`src/rtl/spi_slave_rx.sv`:
```
// Receive-only SPI target: oversampled pins, MSB-first bytes,
// one-entry valid/ready holding register with overrun/frag status.
module spi_slave_rx #(
  parameter bit CPOL = 1'b0,
  parameter bit CPHA = 1'b0
) (
  input  logic       clk,
  input  logic       rst_n,
  input  logic       spi_cs,
  input  logic       spi_clk,
  input  logic       spi_mosi,
  output logic [7:0] data,
  output logic       valid,
  input  logic       ready,
  output logic       busy,
  output logic       overrun,
  input  logic       clr_overrun,
  output logic       frag
);

  typedef enum logic [1:0] {
    IDLE   = 2'd0,
    RECV   = 2'd1,
    RESYNC = 2'd2
  } state_t;

  localparam bit RISE = (CPOL == CPHA);

  state_t     state;
  state_t     state_nxt;

  logic       cs_s1;
  logic       cs_s2;
  logic       cs_s3;
  logic       sclk_s1;
  logic       sclk_s2;
  logic       sclk_s3;
  logic       mosi_s1;
  logic       mosi_s2;

  logic [1:0] settle;
  logic       settled;
  logic [2:0] bitcnt;
  logic [2:0] cnt_nxt;
  logic [2:0] cnt_eff;
  logic [6:0] shreg;
  logic [7:0] byte_nxt;

  logic       sample;
  logic       cs_fall;
  logic       shift_en;
  logic       done;
  logic       take;
  logic       frag_d;

  always_ff @(posedge clk) begin
    if (!rst_n) begin
      cs_s1   <= 1'b1;
      cs_s2   <= 1'b1;
      cs_s3   <= 1'b1;
      sclk_s1 <= CPOL;
      sclk_s2 <= CPOL;
      sclk_s3 <= CPOL;
      mosi_s1 <= 1'b0;
      mosi_s2 <= 1'b0;
    end else begin
      cs_s1   <= spi_cs;
      cs_s2   <= cs_s1;
      cs_s3   <= cs_s2;
      sclk_s1 <= spi_clk;
      sclk_s2 <= sclk_s1;
      sclk_s3 <= sclk_s2;
      mosi_s1 <= spi_mosi;
      mosi_s2 <= mosi_s1;
    end
  end

  // cs_s2 only reflects the pin once two clocks have passed since reset
  always_ff @(posedge clk) begin
    if (!rst_n) begin
      settle <= 2'd0;
    end else if (settle != 2'd2) begin
      settle <= settle + 2'd1;
    end
  end

  assign settled = (settle == 2'd2);

  assign sample  = RISE ? (sclk_s2 & ~sclk_s3)
                        : (~sclk_s2 & sclk_s3);
  assign cs_fall = cs_s3 & ~cs_s2;

  assign shift_en = (state == RECV) & sample;
  assign cnt_nxt  = bitcnt + 3'd1;
  assign cnt_eff  = shift_en ? cnt_nxt : bitcnt;
  assign done     = shift_en & (bitcnt == 3'd7);
  assign byte_nxt = {shreg, mosi_s2};
  assign take     = ~valid | ready;

  always_ff @(posedge clk) begin
    if (!rst_n) begin
      state <= RESYNC;
    end else begin
      state <= state_nxt;
    end
  end

  always_comb begin
    state_nxt = state;
    unique case (state)
      IDLE: begin
        if (cs_fall) begin
          state_nxt = RECV;
        end
      end
      RECV: begin
        if (cs_s2) begin
          state_nxt = IDLE;
        end
      end
      RESYNC: begin
        if (settled && cs_s2) begin
          state_nxt = IDLE;
        end
      end
      default: state_nxt = RESYNC;
    endcase
  end

  always_comb begin
    busy   = 1'b0;
    frag_d = 1'b0;
    unique case (state)
      RECV: begin
        busy   = 1'b1;
        frag_d = cs_s2 & (cnt_eff != 3'd0);
      end
      default: begin
        busy   = 1'b0;
        frag_d = 1'b0;
      end
    endcase
  end

  always_ff @(posedge clk) begin
    if (!rst_n) begin
      bitcnt <= 3'd0;
      shreg  <= 7'd0;
    end else if (state != RECV) begin
      bitcnt <= 3'd0;
    end else if (shift_en) begin
      bitcnt <= cnt_nxt;
      shreg  <= byte_nxt[6:0];
    end
  end

  always_ff @(posedge clk) begin
    if (!rst_n) begin
      data  <= 8'd0;
      valid <= 1'b0;
    end else if (done && take) begin
      data  <= byte_nxt;
      valid <= 1'b1;
    end else if (valid && ready) begin
      valid <= 1'b0;
    end
  end

  // a drop on the same clock as a clear keeps the flag set
  always_ff @(posedge clk) begin
    if (!rst_n) begin
      overrun <= 1'b0;
    end else if (done && !take) begin
      overrun <= 1'b1;
    end else if (clr_overrun) begin
      overrun <= 1'b0;
    end
  end

  always_ff @(posedge clk) begin
    if (!rst_n) begin
      frag <= 1'b0;
    end else begin
      frag <= frag_d;
    end
  end

endmodule

```
`config.mk`:
```
export PLATFORM = sky130hd
export DESIGN_NAME = spi_slave_rx
export DESIGN_NICKNAME = d
export VERILOG_FILES = /design/src/rtl/spi_slave_rx.sv
export SDC_FILE = /design/constraint.sdc
export NUM_CORES = 1
export LEC_CHECK = 0
export CAP_MARGIN = 20
export CORE_MARGIN = 10
export CORE_UTILIZATION = 56
export CTS_BUF_LIST = sky130_fd_sc_hd__clkbuf_8
export CTS_CLUSTER_DIAMETER = 200
export CTS_CLUSTER_SIZE = 30
export DETAILED_ROUTE_END_ITERATION = 16
export DONT_BUFFER_PORTS = 1
export GPL_ROUTABILITY_DRIVEN = 0
export MAX_ROUTING_LAYER = met4
export PLACE_DENSITY = 0.77
export SYNTH_ARGS = -nofsm -noshare
export SYNTH_HDL_FRONTEND = slang
export SYNTH_SLANG_ARGS = --single-unit
```
`constraint.sdc`:
```
create_clock -name clk -period 1.64 [get_ports clk]
set_input_delay 0.082 -clock clk [delete_from_list [all_inputs] [get_ports clk]]
set_output_delay 0.082 -clock clk [all_outputs]
set_load 0.02 [all_outputs]
```
==> impl_metrics.toml <==
[global_route]
grt-ovfl-total = 0
grt_max_degree = 29
grt_first_pass_wirelength_mm = 3.59
grt_util_all_layers = 0.105
first_global_vias = 855
antenna_violations_before_repair = 0

[route]
detail_route.wirelength_mm = 2.08
detail_route.wl_per_cell_um = 12.7
via_per_inst = 5.21
via_count = 850
first_iter_violations = 57
route.antenna.remaining_nets = 0
drtPass1Iterations = 4
remaining_drc_errors = 0

[sta]
worst_clock_skew_ns = 0.00483
finalHoldViolations = 0
maxSlewViolCount = 0
worst_case_hold_slack_ns = 0.0670
timing.setup.tns_ns = 0
post-route-period-util = 0.897
slew_headroom = 0.384
rsz_0062_raised_after_global_routing = "no"
tightest_slew_ns = 0.921
achievable-frequency_mhz = 680
finalSetupViolations = 0
final_min_period_ns = 1.47

[pwr]
power_frac_comb = 0.084
netSwitchingPower_w = 0.000356
netSwitchingFraction = 0.224
total_leakage_power_nw = 0.484
power-per-cell-area_mw_per_mm2 = 1180
share_seq_of_total_power = 0.547
share_clk_of_total_power = 0.369
intPower_w = 0.00123
worst_vdd_drop_mv = 0.798

[critical_path]
critPathMaxFanout = 28
critical_path_class = "in2reg"
worst_ep_arrival_time_ns = 1.64
cp-end-kind = "flip-flop"
worstPathRequired_ns = 1.81
critPathLaunchType = "input port"

[clock_network]
clock_tree.buffer_depth = 2
clock_tree_from_tritoncts = "yes"
postCtsSetupRepairBufs = 0
worstSkewPairLatency_ns = 0.28
clk_pin_slew_worst_paths_ns = 0.06
ctsResizeCount = 0
cts_sinks = 33
cts-buffers-inserted = 5
cts.htree.levels = 2
clock_tree.root_cell = "clkbuf_8"

[floorplan]
die_area_mm2 = 0.00444
initial_utilization = 0.603
num_io_pins = 19
core-area_mm2 = 0.00202
placement_row_count = 16
die-height_um = 66.7
dieWidth_um = 66.7

[layout]
n_antenna_cell = 0
drive_above_1_share = 0.0662
final_common_cell = "nand2_1"
finish.utilization = 0.668
finish.cell_count_without_fillers = 163
final_net_count = 146
final_area_mm2 = 0.00135
layout-area-overhead-vs-synth_pct = 10.8
final_cell_mix = "nand2_1 (38), dfxtp_1 (33), a21oi_1 (11), mux2i_1 (8)"

[synthesis]
synth.ff_latch_count = 33
syn_inst = 130
synth.yosys.seq_area_share = 0.542
synth_cell_type_count = 25
syn_area_per_cell_um2 = 9.37
synth-warning-count = 0
syn_nets = 140
synthesized_cell_area_mm2 = 0.00122

[placed_design]
place_area_mm2 = 0.00121
dp_cells = 151
placement.io_buffers = 0
dp_hpwl_mm = 1.38

[job]
maxCapViolCount = 0

[hold_path]
holdCritPathClass = "in2reg"

[outcome]
status = "complete, no violations"
==> registers in the layout, indices dropped and copies added (netlist names) <==
register  flops
bitcnt        3
cs_s1         1
cs_s2         1
cs_s3         1
data          8
frag          1
mosi_s1       1
mosi_s2       1
overrun       1
sclk_s1       1
sclk_s2       1
sclk_s3       1
settle        2
shreg         7
state         2
valid         1
==> cell usage after synthesis <==
cell / count / area (µm²)
ha_1: 3 / 37.5
o31ai_1: 1 / 7.51
nor2_1: 6 / 22.5
buf_2: 3 / 15.0
nand3_1: 1 / 5.00
nand2_1: 38 / 143
nand3b_1: 2 / 15.0
and2_1: 5 / 31.3
nor3_1: 1 / 5.00
nor2b_1: 1 / 6.26
nor4_1: 1 / 6.26
nand4bb_1: 1 / 11.3
dfxtp_1: 33 / 661
buf_1: 1 / 3.75
inv_1: 2 / 7.51
a311oi_1: 1 / 8.76
buf_12: 1 / 20.0
xnor2_1: 1 / 8.76
and4bb_4: 1 / 16.3
mux2i_1: 8 / 80.1
and3_4: 1 / 11.3
nand2b_1: 4 / 25.0
clkbuf_1: 2 / 7.51
xor2_1: 1 / 8.76
a21oi_1: 11 / 55.1
==> critical path: stages <==
cell and delay, ns:
dlygate4sd3_1 1.14, nand3_1 0.15, a311oi_1 0.27
==> power by group through the flow <==
stage | clock (W) | combinational (W) | sequential (W)
after global routing | 0.000638 | 0.000161 | 0.000872
after floorplan | 0 | 0.000107 | 0.000879
final | 0.000586 | 0.000134 | 0.000868
after CTS | 0.000605 | 0.000133 | 0.000867
after global placement | 0 | 0.000106 | 0.000882
after detailed placement | 0 | 0.000115 | 0.000885
==> through the flow <==
step           power, W  worst slack (ns)
2_1_floorplan  0.000986             0.443
3_3_place_gp   0.000987             0.354
3_5_place_dp   0.000999             0.296
4_1_cts         0.00161             0.196
5_1_grt         0.00167            0.0683
6_report        0.00159             0.169
==> per-layer routing <==
metal,share of wire,vias up,global-route usage
met3,0.092,5,0.0502
met2,0.44,32,0.153
met4,0.014,0,0.0524
met1,0.45,379,0.117
met5,0,-,-
li1,-,434,-
==> cell type report <==
type | instances | area, µm²
Timing Repair Buffer | 6 | 57.6
Multi-Input combinational cell | 88 | 504
Sequential cell | 33 | 661
Tap cell | 27 | 33.8
Clock inverter | 1 | 3.75
Inverter | 2 | 7.51
Clock buffer | 6 | 82.6
Fill cell | 166 | 672
==> path summary, 6_finish.rpt <==
check | depth (start not counted) | slack, ns | to | from
hold reg to reg | 1 | 0.42 | cs_s2 | cs_s1
setup reg to reg | 3 | 0.28 | data[7] | state[1]
setup / recovery | 3 | 0.17 | frag | rst_n
hold / removal | 2 | 0.07 | valid | ready
==> cell families after synthesis <==
family,count (synthesis),synth area share
AND/OR/NAND/NOR,62,0.244
adder cells (fa/ha/maj),3,0.0308
AO/OA/AOI/OAI,13,0.0585
buffers and inverters,9,0.0441
multiplexers,8,0.0657
flip-flops,33,0.542
XOR/XNOR,2,0.0144
==> repair_timing <==
action,CTS,global route
hold buffers,5,0
endpoints found under the setup margin,0,0
endpoints found under the hold margin,23,0
Power figures use the tool's default switching activity.
